===== config.mk =====
export PLATFORM = sky130hd
export DESIGN_NAME = reset_request_generator
export DESIGN_NICKNAME = d
export VERILOG_FILES = /design/src/rtl/reset_request_generator_pkg.sv /design/src/rtl/positive_edge_detector.sv /design/src/rtl/reset_request_generator.sv
export SDC_FILE = /design/constraint.sdc
export NUM_CORES = 1
export LEC_CHECK = 0
export BUFFER_PORTS_ARGS = -buffer_cell sky130_fd_sc_hd__buf_2
export CAP_MARGIN = 40
export CORE_ASPECT_RATIO = 0.9
export CORE_MARGIN = 2
export CORE_UTILIZATION = 52
export DETAILED_ROUTE_END_ITERATION = 12
export GPL_TIMING_DRIVEN = 0
export PLACE_DENSITY = 0.73
export SLEW_MARGIN = 40
export SYNTH_ARGS = -nofsm -noshare
export SYNTH_HDL_FRONTEND = slang
export SYNTH_SLANG_ARGS = --single-unit
export TNS_END_PERCENT = 5

===== constraint.sdc =====
create_clock -name clk_i -period 1.8 [get_ports clk_i]
set_input_delay 0.18 -clock clk_i [delete_from_list [all_inputs] [get_ports clk_i]]
set_output_delay 0.18 -clock clk_i [all_outputs]
set_load 0.02 [all_outputs]

===== src/rtl/reset_request_generator_pkg.sv =====
// Shared types and constants for the reset request generator.
package reset_request_generator_pkg;

    localparam int unsigned DEB_W   = 8;
    localparam int unsigned HOLD_W  = 4;
    localparam int unsigned WDT_W   = 16;
    localparam int unsigned CAUSE_W = 3;

    localparam int unsigned CAUSE_BUTTON = 0;
    localparam int unsigned CAUSE_WDT    = 1;
    localparam int unsigned CAUSE_SW     = 2;

    typedef enum logic [1:0] {
        IDLE      = 2'd0,
        HOLD      = 2'd1,
        WAIT_LOCK = 2'd2
    } rrg_state_e;

    // Trigger bundle; bit positions line up with the cause bit indices.
    typedef struct packed {
        logic sw;
        logic wdt;
        logic button;
    } rrg_trig_t;

    // Sticky cause update: clear drops old bits, a set in the same cycle wins.
    function automatic logic [CAUSE_W-1:0] rrg_cause_update(
        input logic [CAUSE_W-1:0] cause,
        input rrg_trig_t          trig,
        input logic               clear
    );
        logic [CAUSE_W-1:0] kept;
        kept = clear ? '0 : cause;
        return kept | CAUSE_W'(trig);
    endfunction

endpackage


===== src/rtl/positive_edge_detector.sv =====
// Registered one-cycle pulse on each rising edge of signal.
module positive_edge_detector (
    input  logic clk,
    input  logic reset,
    input  logic signal,
    output logic edge_detected
);

    logic r_prev;

    // Remember last level and flag a 0->1 transition.
    always_ff @(posedge clk) begin
        if (reset) begin
            r_prev        <= 1'b0;
            edge_detected <= 1'b0;
        end else begin
            r_prev        <= signal;
            edge_detected <= signal & ~r_prev;
        end
    end

endmodule


===== src/rtl/reset_request_generator.sv =====
// Merges button, watchdog and software reset sources into one stretched
// reset request, then waits for the controller to report locked.
module reset_request_generator
    import reset_request_generator_pkg::*;
#(
    parameter int unsigned DEBOUNCE_TERMINAL = 255,
    parameter int unsigned HOLD_TERMINAL     = 15,
    parameter int unsigned WDT_TERMINAL      = 50000,
    parameter int unsigned WDT_WARN          = 40000
) (
    input  logic               clk_i,
    input  logic               reset_i,
    input  logic               button_i,
    input  logic               sw_reset_i,
    input  logic               wdt_enable_i,
    input  logic               wdt_kick_i,
    input  logic               locked_i,
    input  logic               cause_clear_i,
    output logic               reset_req_o,
    output logic [CAUSE_W-1:0] cause_o,
    output logic               wdt_warn_o,
    output logic               busy_o
);

    logic               r_sync1;
    logic               r_sync2;
    logic               r_stable;
    logic [DEB_W-1:0]   r_deb_cnt;
    logic               w_btn_trig;

    logic [WDT_W-1:0]   r_wdt_cnt;
    logic               r_wdt_warn;
    logic               w_wdt_trig;

    rrg_state_e         r_state;
    rrg_state_e         w_state_next;
    logic [HOLD_W-1:0]  r_hold_cnt;
    logic [HOLD_W-1:0]  w_hold_cnt_next;
    logic               r_req;
    logic               w_req_next;
    logic               r_busy;
    logic               w_busy_next;

    logic [CAUSE_W-1:0] r_cause;
    rrg_trig_t          w_trig;
    logic               w_any_trig;

    // Synchronize the button and accept a new level only after it holds steady.
    always_ff @(posedge clk_i) begin
        if (reset_i) begin
            r_sync1   <= 1'b0;
            r_sync2   <= 1'b0;
            r_stable  <= 1'b0;
            r_deb_cnt <= '0;
        end else begin
            r_sync1 <= button_i;
            r_sync2 <= r_sync1;
            if (r_sync2 == r_stable) begin
                r_deb_cnt <= '0;
            end else if (r_deb_cnt == DEB_W'(DEBOUNCE_TERMINAL)) begin
                r_stable  <= r_sync2;
                r_deb_cnt <= '0;
            end else begin
                r_deb_cnt <= r_deb_cnt + DEB_W'(1);
            end
        end
    end

    // Only a press (rising stable level) requests a reset.
    positive_edge_detector u_btn_edge (
        .clk           (clk_i),
        .reset         (reset_i),
        .signal        (r_stable),
        .edge_detected (w_btn_trig)
    );

    assign w_wdt_trig = (r_wdt_cnt == WDT_W'(WDT_TERMINAL));

    // Watchdog runs only while enabled and idle; kick or expiry restarts it.
    always_ff @(posedge clk_i) begin
        if (reset_i) begin
            r_wdt_cnt  <= '0;
            r_wdt_warn <= 1'b0;
        end else begin
            r_wdt_warn <= (r_wdt_cnt >= WDT_W'(WDT_WARN));
            if (!wdt_enable_i || (r_state != IDLE) || wdt_kick_i || w_wdt_trig) begin
                r_wdt_cnt <= '0;
            end else begin
                r_wdt_cnt <= r_wdt_cnt + WDT_W'(1);
            end
        end
    end

    // Gather the three trigger sources.
    always_comb begin
        w_trig        = '0;
        w_trig.button = w_btn_trig;
        w_trig.wdt    = w_wdt_trig;
        w_trig.sw     = sw_reset_i;
        w_any_trig    = |w_trig;
    end

    // Next-state and next-output logic of the request sequencer.
    always_comb begin
        w_state_next    = r_state;
        w_hold_cnt_next = r_hold_cnt;
        w_req_next      = 1'b0;
        case (r_state)
            IDLE: begin
                if (w_any_trig) begin
                    w_state_next    = HOLD;
                    w_hold_cnt_next = '0;
                    w_req_next      = 1'b1;
                end
            end
            HOLD: begin
                if (r_hold_cnt == HOLD_W'(HOLD_TERMINAL)) begin
                    w_state_next    = WAIT_LOCK;
                    w_hold_cnt_next = '0;
                end else begin
                    w_hold_cnt_next = r_hold_cnt + HOLD_W'(1);
                    w_req_next      = 1'b1;
                end
            end
            WAIT_LOCK: begin
                if (locked_i) begin
                    w_state_next = IDLE;
                end
            end
            default: begin
                w_state_next    = IDLE;
                w_hold_cnt_next = '0;
            end
        endcase
        w_busy_next = (w_state_next != IDLE);
    end

    // Sequencer state and registered outputs.
    always_ff @(posedge clk_i) begin
        if (reset_i) begin
            r_state    <= IDLE;
            r_hold_cnt <= '0;
            r_req      <= 1'b0;
            r_busy     <= 1'b0;
        end else begin
            r_state    <= w_state_next;
            r_hold_cnt <= w_hold_cnt_next;
            r_req      <= w_req_next;
            r_busy     <= w_busy_next;
        end
    end

    // Sticky cause record, set by any trigger regardless of state.
    always_ff @(posedge clk_i) begin
        if (reset_i) begin
            r_cause <= '0;
        end else begin
            r_cause <= rrg_cause_update(r_cause, w_trig, cause_clear_i);
        end
    end

    assign reset_req_o = r_req;
    assign cause_o     = r_cause;
    assign wdt_warn_o  = r_wdt_warn;
    assign busy_o      = r_busy;

endmodule


==> impl_results.md <==
- Fraction of the mapped netlist area in adder cells: 0.0286
- Hold_sp: button_i
- Leak pwr: between 0.6 and 0.7 nW
- Global Route met1 Usage: 0.225
- Most common cell after layout, fill and taps aside: dfxtp_1
- Main combinational cell family by area after synthesis: simple AND/OR/NAND/NOR gates
- Area leader, netlist: dfxtp_1
- Mean post-synth cell area: 9.20 um^2
- Status: complete, but fails checks
- Core area: approximately 0.0031 mm^2
- Synth warn: 0
- ANT cells: 0
- Critical path peak fanout: 7
- Global Route met2 Usage: 0.299
- Total GRT Usage: 0.184
- Vias in the first global route: about 1300
- Least-Margin Pin Slew: 0.482 ns
- Final Cycle Share: 1.06
- Max-slew headroom: 0.676
- Worst Setup Slack, final: -0.110 ns
- DRT iter0 DRCs: 62
- FF-to-FF Start: r_wdt_cnt[12]
- Leading cell types in the layout, fill and taps excluded: 36 x dfxtp_1, 25 x nor2_1, 15 x xnor2_1
- Mapped Cells: 190
- Multiplexer share of the synthesized area: 0.00573
- GRT Max-Usage Layer: met2
- Synth Area in Simple Gates: 0.300
- DP Wirelength: 2250 um
- Setup TNS: -1.33 ns
- Layout cells sized above 1: 0.209
- Minimum clock period: between 1.5 and 2 ns
- TritonRoute pass-1 iters: 4
- Hold_ws: between 0.09 and 0.1 ns
- Worst Path Required: 2.00 ns
- Final hold violation count: 0
- Largest net degree at the start of global routing: 13
- Post-Synth XOR/XNOR Area: 0.105
- CP Class: register to register
- Compound-Gate Fraction of Synth Area: 0.0580
- VDD IR max: just over 0.5 mV
- CP Data Arrival Time: approximately 2.1 ns
- Synth Net Count: 202
- Row count: 19
- Placer Congestion: ~0.83
- Hold Buf Count CTS: 0
- Synth-to-layout area growth: 13.0%
- # IOs: 14
- Core Util, Final: 0.630
- Die width: between 60 and 70 um
- Synth top area share: 0.470
- H-tree depth: 2
- DRT Wirelength: approximately 3400 um
- DRC Markers: 0
- First-pass GRT wire length: about 5300 um
- R2r setup slk: -0.11 ns
- RSZ-0062 raised after global routing: yes
- Maximum root-to-sink buffer count: 2
- Clock slew at reported path FFs: 0.08 ns
- Setup Buffers After CTS: 0
- Power per cell area: around 800 mW/mm^2
- Skew-Pair Late Insertion Delay: roughly 0.3 ns
- Synth unique cells: 34
- Via density: approximately 5.4
- Detail Route Antenna Nets: 0
- Met3 Use GR: 0.0684
- Root Buffer: clkbuf_8
- Initial Util: 0.557
- IO Port Bufs: 13
- Mean routed wirelength per cell: around 13 um
- Final setup viols: 18
- Grt total ovfl: 0
- Worst min-delay path category: input port to register
- Clock Skew: between 0.008 and 0.009 ns
- DIE AREA: approximately 0.0038 mm^2
- FMAX: between 500 and 600 MHz
- Final max-slew violation count: 0
- Worst setup SP type: register
- WHS Endpoint: r_sync1
- Top area cells in the synthesized netlist: dfxtp_1 47%, xnor2_1 7.5%, nor2_1 5.4%, nor2_2 3.6%, xor2_1 3.0%
- Placed insts: between 200 and 250
- MaxCap Viol Count: 0
- Filler-free cell count of the finished design: 253
- FF-to-FF path depth: 5
- Crit path capture type: register
- Synthesized flop and latch total: a little over 40
- Routed vias: between 1000 and 1500
- Register area share after synthesis: 0.470
- TritonCTS clock tree: done
- Failing checks: setup timing
- TritonCTS Buffers: 5
- Worst r2r dst: r_wdt_cnt[7]
- Die H: between 50 and 60 um
- Hold path depth: 2
- Post-Syn Area: approximately 0.0017 mm^2
- Total Nets Final: 222
- Clock sinks: 41
- Initial antenna violation count: 0
==> report_power, final <==
| part | internal (mW) | switching (mW) | leakage, nW |
|---|---|---|---|
| combinational | 0.0345 | 0.0411 | 0.314 |
| clock | 0.269 | 0.306 | 0.0450 |
| sequential | 0.919 | 0.00927 | 0.335 |
| total | 1.22 | 0.356 | 0.694 |
==> cell usage after synthesis, drive strengths merged <==
cell type and n:
nor3b 1, a22oi 1, or2 1, inv 5, nor2 35, dfxtp 41, buf 2, nand2b 3
clkbuf 2, nand2 15, ha 4, nor3 8, or4b 1, xor2 6, o21ai 1, a21oi 9
nand3 10, and3 5, nor2b 5, a311oi 3, nand3b 1, and4bb 1, o21ba 1, or3 1
or4 2, nor4 6, mux2i 1, nand4 3, xnor2 15, o31ai 1
==> layer usage <==
metal,wire (um),up-vias,share of wire
li1,-,686,-
met1,1530,634,0.45
met2,1640,35,0.48
met5,0,-,0
met4,75,0,0.022
met3,152,9,0.045
==> timing repair <==
action	in CTS	in global routing
gates cloned	0	1
setup endpoints to repair	21	24
resized for setup	1	4
==> worst max-delay path, cell delays in order (launching register included) <==
cell	delay [ns]
dfxtp_2	0.34
or4_1	0.53
or4_4	0.62
nand2_8	0.13
clkbuf_16	0.15
nor2_2	0.03
==> cells by family (layout without fill, tap and decap cells) <==
family | after synthesis | in the layout
AO/OA/AOI/OAI | 16 | 16
flip-flops | 41 | 41
multiplexers | 1 | 1
XOR/XNOR | 21 | 21
adder cells (fa/ha/maj) | 4 | 4
buffers and inverters | 9 | 30
AND/OR/NAND/NOR | 98 | 98
==> metrics by stage <==
step / power (mW) / setup slack (ns) / cell area [um^2]
6_report: 1.58 / -0.110 / 1980
4_1_cts: 1.59 / -0.117 / 1960
3_5_place_dp: 1.02 / -0.105 / 1870
5_1_grt: 1.64 / -0.187 / 1980
3_3_place_gp: 1.02 / -0.108 / 1870
2_1_floorplan: 0.996 / -0.0189 / 1750
==> worst max path at each step <==
stage / startpoint / to / slack (ns) / depth (start not counted)
3_3_place_gp: r_wdt_cnt[12] / r_wdt_cnt[12] / -0.11 / 6
6_report: r_wdt_cnt[12] / r_wdt_cnt[7] / -0.11 / 5
3_5_place_dp: r_wdt_cnt[0] / r_wdt_cnt[10] / -0.10 / 8
4_1_cts: r_wdt_cnt[12] / r_wdt_cnt[8] / -0.12 / 6
5_1_grt: r_wdt_cnt[4] / r_wdt_cnt[7] / -0.19 / 5
2_1_floorplan: r_wdt_cnt[12] / r_wdt_cnt[12] / -0.02 / 6
==> flip-flops by register name, summed over array words and instances, names as in the netlist, 2 cells and up <==
register,flops
r_wdt_cnt,16
r_deb_cnt,8
r_hold_cnt,4
cause_o,3
r_state,2
==> final cells by class <==
type / instances / area (um^2)
inverters: 5 / 18.8
multi-input cells: 140 / 877
plain buffers: 3 / 27.5
flip-flops and latches: 41 / 827
well taps: 42 / 52.6
repair buffers: 14 / 90.1
fillers: 288 / 1160
clock buffers: 6 / 72.6
clock inverters: 2 / 10.0
No activity file was read; power rests on OpenSTA's default activity.
